[src/rtl/sprite_overlay_if.sv]
// Pixel-stream, sprite ROM and palette signals shared between the compositor
// and its surroundings (background renderer, ROM, palette, VGA output).
interface sprite_overlay_if #(
    parameter int IDX_BITS  = 2,
    parameter int ADDR_BITS = 12
);
    logic [9:0]           DrawX;
    logic [9:0]           DrawY;
    logic                 blank;
    logic [3:0]           bg_red;
    logic [3:0]           bg_green;
    logic [3:0]           bg_blue;
    logic [9:0]           pos_x;
    logic [9:0]           pos_y;
    logic                 show;
    logic [ADDR_BITS-1:0] rom_addr;
    logic [IDX_BITS-1:0]  rom_q;
    logic [IDX_BITS-1:0]  pal_index;
    logic [3:0]           pal_red;
    logic [3:0]           pal_green;
    logic [3:0]           pal_blue;
    logic [3:0]           red;
    logic [3:0]           green;
    logic [3:0]           blue;
    logic [4:0]           fade_level;
    logic                 fading;

    modport master (
        output DrawX, DrawY, blank, bg_red, bg_green, bg_blue, pos_x, pos_y, show,
        output rom_q, pal_red, pal_green, pal_blue,
        input  rom_addr, pal_index, red, green, blue, fade_level, fading
    );

    modport slave (
        input  DrawX, DrawY, blank, bg_red, bg_green, bg_blue, pos_x, pos_y, show,
        input  rom_q, pal_red, pal_green, pal_blue,
        output rom_addr, pal_index, red, green, blue, fade_level, fading
    );
endinterface

[src/rtl/sprite_overlay.sv]
// Sprite compositor: scaled indexed-colour sprite alpha-blended over the
// background stream, with a frame-synchronous fade in/out.
//
//   state    | meaning
//   HIDDEN   | sprite invisible, opacity held at 0
//   FADE_IN  | opacity rising one step every FADE_FRAMES frames
//   SHOWN    | sprite fully opaque, opacity held at 16
//   FADE_OUT | opacity falling one step every FADE_FRAMES frames
module sprite_overlay #(
    parameter int SPR_W       = 80,
    parameter int SPR_H       = 45,
    parameter int IDX_BITS    = 2,
    parameter int ADDR_BITS   = 12,
    parameter int SCALE_LOG2  = 2,
    parameter int TRANSP_IDX  = 0,
    parameter int FADE_FRAMES = 2
) (
    input logic            vga_clk,
    input logic            rst_n,
    sprite_overlay_if.slave bus
);
    localparam int BOX_W = SPR_W << SCALE_LOG2;
    localparam int BOX_H = SPR_H << SCALE_LOG2;
    localparam int CNT_W = $clog2(FADE_FRAMES + 1);

    typedef enum logic [1:0] {HIDDEN, FADE_IN, SHOWN, FADE_OUT} state_t;

    state_t               state, state_n;
    logic [4:0]           level, level_n;
    logic [CNT_W-1:0]     fcnt, fcnt_n;

    logic                 origin, origin_q, tick;
    logic [9:0]           px, py, cur_px, cur_py;
    logic [10:0]          dx, dy;
    logic [9:0]           col, row;
    logic                 in_x, in_y, in_box;
    logic [ADDR_BITS-1:0] addr_n, rom_addr;
    logic                 in_box_s0, in_box_s1, blank_s0, blank_s1;
    logic [11:0]          bg_s0, bg_s1;
    logic                 texel_on;
    logic [3:0]           mix_r, mix_g, mix_b;
    logic [3:0]           red, green, blue;

    function automatic logic [3:0] blend(input logic [3:0] fg, input logic [3:0] bg,
                                         input logic [4:0] l);
        logic [8:0] sum;
        sum = 9'(fg) * 9'(l) + 9'(bg) * (9'd16 - 9'(l));
        return 4'(sum >> 4);
    endfunction

    assign origin = (bus.DrawX == 10'd0) && (bus.DrawY == 10'd0);
    assign tick   = origin && !origin_q;

    // The tick pixel already belongs to the new frame, so it uses the new position.
    assign cur_px = tick ? bus.pos_x : px;
    assign cur_py = tick ? bus.pos_y : py;

    assign dx     = {1'b0, bus.DrawX} - {1'b0, cur_px};
    assign dy     = {1'b0, bus.DrawY} - {1'b0, cur_py};
    assign in_x   = !dx[10] && (32'(dx[9:0]) < BOX_W);
    assign in_y   = !dy[10] && (32'(dy[9:0]) < BOX_H);
    assign in_box = in_x && in_y;
    assign col    = dx[9:0] >> SCALE_LOG2;
    assign row    = dy[9:0] >> SCALE_LOG2;
    assign addr_n = in_box ? ADDR_BITS'(32'(row) * SPR_W + 32'(col)) : '0;

    assign texel_on = in_box_s1 && (bus.rom_q != IDX_BITS'(TRANSP_IDX));
    assign mix_r    = blend(bus.pal_red,   bg_s1[11:8], level);
    assign mix_g    = blend(bus.pal_green, bg_s1[7:4],  level);
    assign mix_b    = blend(bus.pal_blue,  bg_s1[3:0],  level);

    always_ff @(posedge vga_clk or negedge rst_n) begin
        if (!rst_n) begin
            origin_q  <= 1'b0;
            px        <= '0;
            py        <= '0;
            rom_addr  <= '0;
            in_box_s0 <= 1'b0;
            in_box_s1 <= 1'b0;
            blank_s0  <= 1'b0;
            blank_s1  <= 1'b0;
            bg_s0     <= '0;
            bg_s1     <= '0;
            red       <= '0;
            green     <= '0;
            blue      <= '0;
        end else begin
            origin_q  <= origin;
            if (tick) begin
                px <= bus.pos_x;
                py <= bus.pos_y;
            end
            rom_addr  <= addr_n;
            in_box_s0 <= in_box;
            blank_s0  <= bus.blank;
            bg_s0     <= {bus.bg_red, bus.bg_green, bus.bg_blue};
            in_box_s1 <= in_box_s0;
            blank_s1  <= blank_s0;
            bg_s1     <= bg_s0;
            if (!blank_s1)
                {red, green, blue} <= '0;
            else if (texel_on)
                {red, green, blue} <= {mix_r, mix_g, mix_b};
            else
                {red, green, blue} <= bg_s1;
        end
    end

    always_ff @(posedge vga_clk or negedge rst_n) begin
        if (!rst_n) begin
            state <= HIDDEN;
            level <= '0;
            fcnt  <= '0;
        end else begin
            state <= state_n;
            level <= level_n;
            fcnt  <= fcnt_n;
        end
    end

    // A show-driven state change wins over a simultaneous tick: no step, counter cleared.
    always_comb begin
        state_n = state;
        level_n = level;
        fcnt_n  = fcnt;
        case (state)
            HIDDEN: begin
                level_n = '0;
                fcnt_n  = '0;
                if (bus.show) state_n = FADE_IN;
            end
            FADE_IN: begin
                if (!bus.show) begin
                    state_n = FADE_OUT;
                    fcnt_n  = '0;
                end else if (tick) begin
                    if (fcnt == CNT_W'(FADE_FRAMES - 1)) begin
                        fcnt_n = '0;
                        if (level >= 5'd15) begin
                            level_n = 5'd16;
                            state_n = SHOWN;
                        end else begin
                            level_n = level + 5'd1;
                        end
                    end else begin
                        fcnt_n = fcnt + CNT_W'(1);
                    end
                end
            end
            SHOWN: begin
                level_n = 5'd16;
                fcnt_n  = '0;
                if (!bus.show) state_n = FADE_OUT;
            end
            FADE_OUT: begin
                if (bus.show) begin
                    state_n = FADE_IN;
                    fcnt_n  = '0;
                end else if (tick) begin
                    if (fcnt == CNT_W'(FADE_FRAMES - 1)) begin
                        fcnt_n = '0;
                        if (level <= 5'd1) begin
                            level_n = '0;
                            state_n = HIDDEN;
                        end else begin
                            level_n = level - 5'd1;
                        end
                    end else begin
                        fcnt_n = fcnt + CNT_W'(1);
                    end
                end
            end
            default: state_n = HIDDEN;
        endcase
    end

    assign bus.rom_addr   = rom_addr;
    assign bus.pal_index  = bus.rom_q;
    assign bus.red        = red;
    assign bus.green      = green;
    assign bus.blue       = blue;
    assign bus.fade_level = level;
    assign bus.fading     = (state == FADE_IN) || (state == FADE_OUT);
endmodule

[src/flat_wrapper.sv]
// flat-port wrapper written by rule: the top's interface ports become plain ports
module sprite_overlay_flat 
#(
    parameter int SPR_W       = 80,
    parameter int SPR_H       = 45,
    parameter int IDX_BITS    = 2,
    parameter int ADDR_BITS   = 12,
    parameter int SCALE_LOG2  = 2,
    parameter int TRANSP_IDX  = 0,
    parameter int FADE_FRAMES = 2
)
  (vga_clk, rst_n, bus_DrawX, bus_DrawY, bus_blank, bus_bg_red, bus_bg_green, bus_bg_blue, bus_pos_x, bus_pos_y, bus_show, bus_rom_q, bus_pal_red, bus_pal_green, bus_pal_blue, bus_rom_addr, bus_pal_index, bus_red, bus_green, bus_blue, bus_fade_level, bus_fading);
  sprite_overlay_if #(.IDX_BITS(IDX_BITS), .ADDR_BITS(ADDR_BITS)) bus_i ();
  input logic vga_clk;
  input logic rst_n;
  input wire logic [$bits(bus_i.DrawX)-1:0] bus_DrawX;
  input wire logic [$bits(bus_i.DrawY)-1:0] bus_DrawY;
  input wire logic [$bits(bus_i.blank)-1:0] bus_blank;
  input wire logic [$bits(bus_i.bg_red)-1:0] bus_bg_red;
  input wire logic [$bits(bus_i.bg_green)-1:0] bus_bg_green;
  input wire logic [$bits(bus_i.bg_blue)-1:0] bus_bg_blue;
  input wire logic [$bits(bus_i.pos_x)-1:0] bus_pos_x;
  input wire logic [$bits(bus_i.pos_y)-1:0] bus_pos_y;
  input wire logic [$bits(bus_i.show)-1:0] bus_show;
  input wire logic [$bits(bus_i.rom_q)-1:0] bus_rom_q;
  input wire logic [$bits(bus_i.pal_red)-1:0] bus_pal_red;
  input wire logic [$bits(bus_i.pal_green)-1:0] bus_pal_green;
  input wire logic [$bits(bus_i.pal_blue)-1:0] bus_pal_blue;
  output wire logic [$bits(bus_i.rom_addr)-1:0] bus_rom_addr;
  output wire logic [$bits(bus_i.pal_index)-1:0] bus_pal_index;
  output wire logic [$bits(bus_i.red)-1:0] bus_red;
  output wire logic [$bits(bus_i.green)-1:0] bus_green;
  output wire logic [$bits(bus_i.blue)-1:0] bus_blue;
  output wire logic [$bits(bus_i.fade_level)-1:0] bus_fade_level;
  output wire logic [$bits(bus_i.fading)-1:0] bus_fading;
  assign bus_i.DrawX = bus_DrawX;
  assign bus_i.DrawY = bus_DrawY;
  assign bus_i.blank = bus_blank;
  assign bus_i.bg_red = bus_bg_red;
  assign bus_i.bg_green = bus_bg_green;
  assign bus_i.bg_blue = bus_bg_blue;
  assign bus_i.pos_x = bus_pos_x;
  assign bus_i.pos_y = bus_pos_y;
  assign bus_i.show = bus_show;
  assign bus_i.rom_q = bus_rom_q;
  assign bus_i.pal_red = bus_pal_red;
  assign bus_i.pal_green = bus_pal_green;
  assign bus_i.pal_blue = bus_pal_blue;
  assign bus_rom_addr = bus_i.rom_addr;
  assign bus_pal_index = bus_i.pal_index;
  assign bus_red = bus_i.red;
  assign bus_green = bus_i.green;
  assign bus_blue = bus_i.blue;
  assign bus_fade_level = bus_i.fade_level;
  assign bus_fading = bus_i.fading;
  sprite_overlay #(.SPR_W(SPR_W), .SPR_H(SPR_H), .IDX_BITS(IDX_BITS), .ADDR_BITS(ADDR_BITS), .SCALE_LOG2(SCALE_LOG2), .TRANSP_IDX(TRANSP_IDX), .FADE_FRAMES(FADE_FRAMES)) u_core (.vga_clk(vga_clk), .rst_n(rst_n), .bus(bus_i));
endmodule
[config.mk]
export PLATFORM = sky130hd
export DESIGN_NAME = sprite_overlay_flat
export DESIGN_NICKNAME = d
export VERILOG_FILES = /design/src/rtl/sprite_overlay_if.sv /design/src/rtl/sprite_overlay.sv /design/src/flat_wrapper.sv
export SDC_FILE = /design/constraint.sdc
export NUM_CORES = 1
export LEC_CHECK = 0
export ABC_AREA = 1
export BUFFER_PORTS_ARGS = -buffer_cell sky130_fd_sc_hd__buf_4
export CORE_MARGIN = 2
export CORE_UTILIZATION = 45
export DETAILED_ROUTE_END_ITERATION = 8
export PLACE_DENSITY = 0.73
export RECOVER_POWER = 100
export SKIP_LAST_GASP = 1
export SLEW_MARGIN = 20
export SYNTH_ARGS = -nofsm -noshare
export SYNTH_HDL_FRONTEND = slang
export SYNTH_SLANG_ARGS = --single-unit
[constraint.sdc]
create_clock -name vga_clk -period 6.85 [get_ports vga_clk]
set_input_delay 0.685 -clock vga_clk [delete_from_list [all_inputs] [get_ports vga_clk]]
set_output_delay 0.685 -clock vga_clk [all_outputs]
set_load 0.005 [all_outputs]
**Word-level counts from Yosys, hierarchy flattened**

Index checks and enable logic that the tools add are counted.

- Register bits after elaboration: 82
- Output and inout port bits: 32
- Word-level logic and storage cells: 106
- Bits of input ports: 70

- Magnitude comparators: 4
- Reductions and logical operators: 17
- Mux-type cells: 34
- $mul: 7
- Eq/ne operators: 18
- $add $sub $neg: 10

Operator list:

| cell | number |
|---|---|
| 2-to-1 mux 5 bit | 8 |
| 2-to-1 mux 2 bit | 14 |
| multiplier 4 x 9 -> 8 bit | 3 |
| adder 8 bit | 3 |
| multiplier 4 x 5 -> 8 bit | 3 |
| 2-to-1 mux 4 bit | 6 |
| subtractor 10 x 10 -> 11 bit | 2 |
| logical NOT 10 bit | 2 |
| 2-to-1 mux 10 bit | 2 |
| one-hot mux 5 bit (4 select lines) | 1 |
| != test 3 x 2 -> 1 bit (second input constant) | 6 |
| adder 12 x 8 -> 12 bit | 1 |
| 2-to-1 mux 12 bit | 1 |
| less-than comparator 10 x 8 -> 1 bit (second input constant) | 1 |
| less-than comparator 10 x 9 -> 1 bit (second input constant) | 1 |
| multiplier 8 x 3 -> 8 bit (second input constant) | 1 |
| != test 2 x 1 -> 1 bit (second input constant) | 4 |
| != test 2 bit (second input constant) | 4 |
| one-hot mux 2 bit (4 select lines) | 1 |
| AND reduction 8 bit | 1 |
| logical AND 1 bit | 6 |
| one-hot mux 2 bit (3 select lines) | 1 |
| AND reduction 6 bit | 1 |
| subtractor 5 x 5 -> 6 bit (first input constant) | 1 |
| other kinds (12) | 16 |

**Longest topological paths before layout**

Gate-level depths: netlist of run 1.

- Depth in word-level cells: 9
- Gate-level depth with buffers: 35
- Gate-level depth less buffers: 32

**Worst setup path before layout of run 1**

OpenSTA, ideal clock, no wires.

- Kind: register to register
- From: register u_core.level[0] (netlist: u_core.bus.fade_level[0])
- To: register u_core.blue[3] (netlist: u_core.bus.blue[3])
- Required time: 6.718 ns
- Setup slack: 1.557 ns
- Buffers on the path: 2
- Cell stages (with the launch flop): 22
- Clock period less this slack: 5.293 ns
- Arrival time: 5.161 ns
- Library setup time: 0.132 ns
- Cell sequence: dfrtp_1 > clkbuf_1 > clkbuf_1 > inv_1 > ha_1 > xnor2_1 > nand2_1 > fa_1 > fa_1 > fa_1 > inv_1 > fa_1 > ha_1 > inv_1 > o21ai_0 > nand2_1 > nand2_1 > a21oi_1 > o21bai_1 > xor2_1 > xor2_1 > a21oi_1

- Cells in the longest elaborated chain, start to end: 5
- Elaborated cells between the ends (all ways): 6

RTL lines:

| element | line | text |
|---|---|---|
| start: declaration | sprite_overlay.sv:29 | `logic [4:0] level, level_n;` |
| start signal: assignment | sprite_overlay.sv:116 | `level <= level_n;` |
| subtractor 5 x 5 -> 6 bit | sprite_overlay.sv:47 | `sum = 9'(fg) * 9'(l) + 9'(bg) * (9'd16 - 9'(l));` |
| multiplier 4 x 9 -> 8 bit | sprite_overlay.sv:47 |  |
| adder 8 bit * | sprite_overlay.sv:47 |  |
| 2-to-1 mux 4 bit * | sprite_overlay.sv:102 | `else if (texel_on)` |
| 2-to-1 mux 4 bit * | sprite_overlay.sv:100 | `if (!blank_s1)` |
| end signal: assignment | sprite_overlay.sv:103 | `{red, green, blue} <= {mix_r, mix_g, mix_b};` |
| end signal: assignment | sprite_overlay.sv:105 | `{red, green, blue} <= bg_s1;` |
| end: declaration | sprite_overlay.sv:42 | `logic [3:0] red, green, blue;` |

Mark *: on every way between the ends. The rest lies on a longest branch, timed or not.
A chain may end at the register's enable or synchronous reset.

**Worst setup path in the final report of run 1**

- From: register u_core.level[1] (netlist: u_core.bus.fade_level[1])
- To: register u_core.blue[3] (netlist: u_core.bus.blue[3])

The elaborated chain is that of the path after synthesis.

==> impl_results.rst, run 1 <==
.. list-table::
   :header-rows: 1

   * - Metric
     - Value
   * - Clk buf depth
     - 2
   * - Initial antenna violation count
     - 0
   * - Number of nets in the finished design
     - around 1400
   * - Logic gate share of total power
     - about three quarters
   * - Power Density
     - between 400 and 500 nW/µm²
   * - Root buf cell
     - clkbuf_16
   * - Final period demand of the worst path
     - 5.64 ns
   * - Number of placement rows
     - 49
   * - Residual overflow from global routing
     - 0
   * - Category of the worst setup path launch point
     - flop
   * - Biggest area consumer among synthesized cells
     - dfrtp_1
   * - CP dominant cell by count
     - fa_1
   * - Area Growth Syn to Fin
     - 14.6%
   * - Detailed placer's ending HPWL
     - around 15 mm
   * - Number of global-route vias before repair
     - just under 7000
   * - Worst EP arrival
     - 5.85 ns
   * - Number of violations of the max-capacitance limit
     - 1
   * - DRC violation count after routing
     - 0
   * - Highest cell delay on the worst timing path
     - just over 0.8 ns
   * - Status
     - finished, violations left
   * - Filler Cell Count
     - 1696
   * - Transition time of the tightest slew-check pin
     - 3.48 ns
   * - # resized after CTS
     - 0
   * - Maximum number of pins on one net before global-route repair
     - 66
   * - Final worst setup slack
     - 1.21 ns
   * - Worst Path Class, Setup
     - flop to flop
   * - Floorplan die height
     - between 100 and 150 µm
   * - Maximum fanout encountered on the critical timing path
     - 18
   * - Routability congestion estimate from global placement
     - roughly 0.9
   * - Start point of the critical path
     - u_core.bus.fade_level[1]
   * - Core footprint
     - 17900 µm²
   * - Final count of pins violating max slew
     - 66
   * - Total global-route track usage
     - a little over a fifth
   * - Crit share post-route
     - 82.3%
   * - Worst-path cell chain
     - inv_1 -> ha_1 -> nand2_1 -> fa_1 -> fa_1 -> fa_1 -> inv_1 -> fa_1 -> ha_1 -> inv_1 -> o21ai_0 -> nand2_1 -> nand2_1 -> a21oi_1 -> o21bai_1 -> xor2_1 -> xor2_1 -> a21oi_1
   * - Dominant cells by area after synthesis
     - dfrtp_1 25%, fa_1 18%, inv_1 11%
   * - Setup WS pre-CTS
     - around 1.1 ns
   * - Initial core utilization
     - a little under half
   * - Internal power
     - between 0.002 and 0.0025 W
   * - Switching fraction of total power
     - around half
   * - Max VDD drop
     - approximately 300 µV
   * - Upper clock frequency limit
     - around 0.18 GHz
   * - Number of violations reported at the end of detailed-routing iteration 0
     - around 360
   * - First-pass GRT wire length
     - about 32 mm
   * - Setup TNS
     - 0 ns
   * - Die footprint
     - approximately 19000 µm²
   * - CTS clock-pin slew for the worst setup and hold paths
     - ~0.070 ns
   * - Antenna viol nets, final
     - 0
   * - Die W
     - 139 µm
   * - Skew final
     - between 0.008 and 0.009 ns
   * - Rel. slew slack
     - -132%
   * - Fraction of final layout cells sized beyond drive strength 1
     - between 10% and 20%
   * - Number of synthesized register bits
     - 82
   * - Clk network pwr share
     - 11.1%
   * - Syn Nets
     - 1273
   * - Area of the mapped netlist
     - around 8200 µm²
   * - Endpoint of the most critical register-to-register path
     - u_core.bus.blue[3]
   * - Number of setup buffers added after CTS
     - 0
   * - # hold bufs at CTS
     - 0
   * - Critical path destination
     - u_core.bus.blue[3]
   * - Post-DR vias/cell
     - approximately 4.9
   * - TritonRoute pass-1 iters
     - 5
   * - Routed length per instance
     - approximately 14 µm
   * - Proportion of netlist area held by the largest area contributor
     - between 20% and 30%
   * - Clock latency of the later-clocked register in the worst-skew pair
     - 0.35 ns
   * - Required time of the critical path
     - roughly 7.1 ns
   * - Count of unique library cells instantiated by Yosys
     - 37
   * - Min-delay worst type
     - flop to flop
   * - Setup slack of the worst register-to-register path
     - 1.21 ns
   * - # diodes
     - 0
   * - Portion of the post-synthesis area used by sequential elements
     - 25.1%
   * - Number of CTS-inserted buffers
     - 9
   * - Crit. End Element
     - flop
   * - Number of levels the H-tree was split into
     - 3
   * - Average cell area after synthesis
     - about 7.7 µm²
   * - Warnings, synthesis
     - 0
   * - Standby leakage power
     - 5.45 nW
   * - Wire length after detailed routing
     - approximately 19 mm
   * - CTS tree
     - built
   * - Unrepaired setup endpoints after global routing
     - false
   * - Number of I/O port buffers
     - 101
   * - Startpoint of the most critical register-to-register path
     - u_core.bus.fade_level[1]
   * - Register-to-Register Path Depth
     - 18
   * - Total number of clock tree sinks
     - 82
   * - Sequential cell fraction of total power
     - between 10% and 20%
   * - Psw
     - between 0.002 and 0.0025 W
   * - Synthesized netlist cell count
     - between 1000 and 1500
   * - Failing checks
     - max-capacitance violations, max-slew violations
   * - Hold Fails Final Rpt
     - 0
   * - I/O Pins
     - just over 100
   * - Routed vias
     - between 6000 and 7000
   * - Count of final setup violators
     - 0
   * - Slowest-stage cell, CP
     - dfrtp_1
[worst max-delay path: cells and delay by family (launching register included)]
kind / cells / cell delay (ns)
AOI/OAI and AO/OA: 4 / 0.67
xor gates and xnor gates: 2 / 0.37
adders and majority gates: 6 / 3.04
buffers and inverters: 3 / 0.26
DFF: 1 / 0.81
and+or+nand+nor: 3 / 0.33
[layer usage]
metal  up-vias  track usage [%]  wire [µm]
met2       202             35.5       9170
met1      3195             26.3       8080
met4         0             8.56        601
met5         -                0          0
met3        43             3.69       1130
li1       3334                -          -
[power by group through the flow]
| stage | Combinational, W | Sequential, W | Clock (W) |
|---|---|---|---|
| after floorplan | 0.00260 | 0.000546 | 0 |
| after global placement | 0.00307 | 0.000604 | 0 |
| after detailed placement | 0.00324 | 0.000603 | 0 |
| after CTS | 0.00326 | 0.000594 | 0.000495 |
| after global routing | 0.00377 | 0.000601 | 0.000513 |
| final | 0.00322 | 0.000594 | 0.000478 |
[stage by stage]
step	hold WS [ns]	instance area, µm²	util, %	cells	total power [W]
finish	0.341	9380	52.4	1383	0.00429
global route	0.352	9380	52.4	1383	0.00488
CTS	0.207	9440	52.7	1383	0.00435
detailed placement	0.335	9150	51.1	1367	0.00384
global placement	0.333	9150	51.1	1367	0.00368
floorplan	0.331	8190	-	1059	0.00315
[sequential cells by signal (all words and copies together) (netlist names), 2 cells and up]
name,count
u_core.py,10
u_core.fcnt,2
u_core.px,10
u_core.bg_s0,12
u_core.bus.rom_addr,12
u_core.bus.fade_level,5
u_core.bg_s1,12
u_core.state,2
u_core.bus.red,4
u_core.bus.blue,4
u_core.bus.green,4
[how the worst min path moves through the flow]
| stage | from | cells past startpoint | slack [ns] | to |
|---|---|---|---|---|
| floorplan | u_core.bg_s0[0] | 0 | 0.33 | u_core.bg_s1[0] |
| global placement | u_core.bg_s0[0] | 0 | 0.33 | u_core.bg_s1[0] |
| detailed placement | u_core.bg_s0[0] | 0 | 0.33 | u_core.bg_s1[0] |
| CTS | rst_n | 1 | 0.21 | u_core.bus.fade_level[1] |
| global route | u_core.bg_s0[2] | 0 | 0.35 | u_core.bg_s1[2] |
| finish | u_core.bg_s0[10] | 0 | 0.34 | u_core.bg_s1[10] |
[placed cells by master (no fill, tap or decap), drive strengths merged, types with 42 or more instances in the layout]
cell type	n
inv	256
buf	56
o21ai	43
nor2	99
xor2	42
clkbuf	59
dfrtp	82
nand2	235
fa	74
ha	70
[cell usage after synthesis (all sizes together)]
library cell / number
nand4: 13
dfrtp: 82
clkbuf: 19
nand3: 38
o21ai: 43
mux2: 1
nor2: 99
nand3b: 1
xnor2: 12
a21boi: 3
nor3: 4
ha: 70
o31ai: 2
and2: 1
o2111ai: 2
buf: 7
a21oi: 33
clkinv: 3
nand2: 235
fa: 74
xor2: 42
inv: 254
or2: 11
a31oi: 2
o21bai: 5
o211ai: 3
[final cells by class]
cell class                 count  area (µm²)  area share (%)
clock inverter                 6        50.0           0.533
timing repair buffer         105         758            8.08
inverter                     257         965            10.3
sequential                    82        2050            21.9
tap                          229         287            3.05
clock buffer                  10         239            2.55
multi-input combinational    694        5030            53.6
[kinds of logic (layout without fill, tap and decap cells)]
group           after synthesis  after routing  share of synthesized area, %
compound gates               93             93                          6.29
xor+xnor                     54             54                          5.77
fa+ha+maj                   144            144                          28.8
buf+inv                     283            378                          13.2
flops                        82             82                          25.1
mux                           1              1                         0.137
simple gates                402            402                          20.7
Power figures use the tool's default switching activity.
==> run 2, diff against run 1 <==
- PLACE_DENSITY: 0.73 -> 0.76
- clock period: 6.85 -> 5 ns (I/O delays scaled with it)
==> run 2 against run 1 <==
  * Sequential power up 29%
  * Register-to-register slack got worse by 1.0 ns
  * The run still ends with max-capacitance violations, max-slew violations left
  * Maximum frequency up 18%
  * Largest power group unchanged
  * Hold slack got worse by 0.068 ns
==> impl_results.rst, run 2 (synthesized netlist as in run 1, its figures left out) <==
.. list-table::
   :header-rows: 1

   * - Metric
     - Value
   * - Status
     - finished, violations left
   * - Failing checks
     - max-capacitance violations, max-slew violations
   * - Rel. slew slack
     - -44.0% (+88 points)
   * - Hold Fails Final Rpt
     - 0 (unchanged)
   * - Maximum fanout encountered on the critical timing path
     - 8 (-10)
   * - Number of violations reported at the end of detailed-routing iteration 0
     - 319 (-12%)
   * - Commonest non-fill, non-tap cell in the layout
     - inv_1
   * - Largest delay share family, worst path
     - adder cells
   * - Cell count along the critical path
     - 16 (-2)
   * - Root buf cell
     - clkbuf_16
   * - Most used cells in the layout excluding fill and tap cells
     - 247 x inv_1, 226 x nand2_1, 88 x nor2_1
   * - Residual overflow from global routing
     - 0 (unchanged)
   * - Post-Layout Inst Area
     - 9580 µm² (+2.1%)
   * - Number of levels the H-tree was split into
     - 3 (unchanged)
   * - Skew final
     - 0.0104 ns (+0.00186 ns)
   * - Power Density
     - 658 nW/µm² (+44%)
   * - CP bufs+invs
     - 4 (+1)
   * - Routability congestion estimate from global placement
     - 0.915 (+2.3%)
   * - Total number of clock tree sinks
     - 82 (unchanged)
   * - Min-delay worst type
     - primary input to flop
   * - Number of I/O port buffers
     - 101 (unchanged)
   * - Number of violations of the max-capacitance limit
     - 1 (unchanged)
   * - Final worst setup slack
     - 0.206 ns (-1.01 ns)
   * - Initial core utilization
     - 45.8% (unchanged)
   * - Floorplan die height
     - 139 µm (unchanged)
   * - Total global-route track usage
     - 21.2% (+0.35 points)
   * - Multi-input logic area
     - 5070 µm² (+0.85%)
   * - Clock latency of the later-clocked register in the worst-skew pair
     - 0.35 ns (about the same)
   * - Area Growth Syn to Fin
     - 17.0%
   * - Combined flip-flop and latch cell area
     - 2060 µm² (+0.18%)
   * - CP dominant cell by count
     - fa_1
   * - Setup TNS
     - 0 ns (unchanged)
   * - Count of final setup violators
     - 0 (unchanged)
   * - GR Layer Usage met3
     - 3.49% (-0.21 points)
   * - Worst Path Class, Setup
     - flop to flop
   * - Layer with the highest usage after global routing
     - met2
   * - CTS tree
     - built
   * - CTS clock-pin slew for the worst setup and hold paths
     - 0.07 ns (about the same)
   * - Crit share post-route
     - 95.9% (+14 points)
   * - Clk buf depth
     - 2 (unchanged)
   * - Number of placement rows
     - 49 (unchanged)
   * - Register-to-Register Path Depth
     - 16 (-2)
   * - Number of global-route vias before repair
     - 7025 (+2.4%)
   * - Setup WS pre-CTS
     - 0.0510 ns (-1.08 ns)
   * - Transition time of the tightest slew-check pin
     - 2.16 ns (-1.32 ns)
   * - Standard cell area after detailed placement
     - 9230 µm² (+0.90%)
   * - Number of nets in the finished design
     - 1377 (+1.0%)
   * - Final core occ
     - 53.5% (+1.1 points)
   * - Maximum number of pins on one net before global-route repair
     - 45 (-32%)
   * - Final Power
     - 0.00631 W (+47%)
   * - Standby leakage power
     - 5.55 nW (+1.7%)
   * - Antenna viol nets, final
     - 0 (unchanged)
   * - Number of stages on the worst hold path
     - 1 (+1)
   * - Worst-path cell chain
     - inv_1 -> ha_1 -> buf_4 -> nand2_1 -> fa_1 -> fa_1 -> fa_1 -> inv_1 -> fa_1 -> ha_1 -> a21oi_1 -> o21bai_1 -> a21oi_1 -> xor2_1 -> o21ai_0 -> inv_1
   * - Post-DR vias/cell
     - 4.87 (-0.59%)
   * - First-pass GRT wire length
     - 33.2 mm (+2.4%)
   * - Initial antenna violation count
     - 0 (unchanged)
   * - Category of the worst setup path launch point
     - flop
   * - # diodes
     - 0 (unchanged)
   * - Wire length after detailed routing
     - 19.4 mm (+2.2%)
   * - Unrepaired setup endpoints after global routing
     - true
   * - Die footprint
     - 19300 µm² (unchanged)
   * - Slowest-stage cell, CP
     - fa_1
   * - TritonRoute pass-1 iters
     - 6 (+1)
   * - Detailed placer's ending HPWL
     - 15.4 mm (+2.3%)
   * - Fraction of final layout cells sized beyond drive strength 1
     - 15.2% (+2.1 points)
   * - Met2 track utilization from global routing
     - 36.7% (+1.1 points)
   * - Top flop regs
     - u_core.bg_s0 x12, u_core.bg_s1 x12, u_core.bus.rom_addr x12
   * - Crit. End Element
     - flop
   * - Routed length per instance
     - 13.9 µm (+1.1%)
   * - Worst EP arrival
     - 5.02 ns (-0.83 ns)
   * - Final period demand of the worst path
     - 4.79 ns (-0.843 ns)
   * - Max VDD drop
     - 480 µV (+56%)
   * - I/O Pins
     - 102 (unchanged)
   * - Highest cell delay on the worst timing path
     - 0.55 ns (-0.26 ns)
   * - DRC violation count after routing
     - 0 (unchanged)
   * - Core footprint
     - 17900 µm² (unchanged)
   * - Routed vias
     - 6802 (+0.41%)
   * - Met1 global-route usage
     - 27.5% (+1.2 points)
   * - Filler Cell Count
     - 1683 (-0.77%)
   * - Die W
     - 139 µm (unchanged)
   * - Required time of the critical path
     - 5.23 ns (-1.84 ns)
   * - # hold bufs at CTS
     - 0 (unchanged)
   * - Upper clock frequency limit
     - 0.209 GHz (+18%)
   * - Number of CTS-inserted buffers
     - 9 (unchanged)
   * - Final count of pins violating max slew
     - 40 (-39%)
## run 2: changes by cell type in the layout (fill, tap and decap cells not counted), sizes merged
cell and delta:
buf +18, bufinv +2, clkbuf -3, clkinv -3, clkinvlp +1, inv -1
## run 2: metrics by stage
step | hold WS (ns) | instances
after detailed placement | 0.335 | 1377
after floorplan | 0.204 | 1059
after CTS | 0.133 | 1393
after global routing | 0.261 | 1397
final | 0.273 | 1397
after global placement | 0.331 | 1377
## run 2: path summary, 6_finish.rpt
path / to / startpoint / slack (ns)
max: u_core.bus.red[2] / u_core.bus.fade_level[0] / 0.21
min: u_core.bg_s0[10] / bus_bg_red[2] / 0.27
max reg2reg: u_core.bus.red[2] / u_core.bus.fade_level[0] / 0.21
min reg2reg: u_core.bg_s1[7] / u_core.bg_s0[7] / 0.35
max in group asynchronous: u_core.bus.fade_level[0] / rst_n / 2.11
min in group asynchronous: u_core.bg_s1[0] / rst_n / 0.77
## run 2: timing repair
item | 4_1_cts | 5_1_grt
setup endpoints to repair | 0 | 7
gates resized for setup | 0 | 13
setup buffers | 0 | 4
hold endpoints to repair | 0 | 0
## run 2: area by class of cell
cell class                      count  area share [%]
Inverter                          257            10.1
Clock inverter                      5           0.888
Timing Repair Buffer              119            8.98
Clock buffer                       11            2.64
Sequential cell                    82            21.4
Multi-Input combinational cell    694            53.0
Tap cell                          229            2.99
## run 2: worst reg2reg max path: cells and delay by family (launching register included)
kind | cells | cell delay (ns)
adders and majority gates | 6 | 2.83
AOI/OAI and AO/OA | 4 | 0.78
buffers and inverters | 4 | 0.46
DFF | 1 | 0.42
xor gates and xnor gates | 1 | 0.10
and+or+nand+nor | 1 | 0.08
## run 2: routing by layer
metal / vias to the layer above / wire, µm / share of wire [%]
met5: - / 0 / 0
met4: 0 / 437 / 2.3
met3: 33 / 932 / 4.8
met2: 183 / 9470 / 49
met1: 3224 / 8560 / 44
li1: 3362 / - / -
## run 2: power by group
part | internal, W | total, W | switching, W
sequential | 0.000711 | 0.000764 | 0.0000526
clock | 0.000468 | 0.000755 | 0.000288
combinational | 0.00202 | 0.00479 | 0.00277
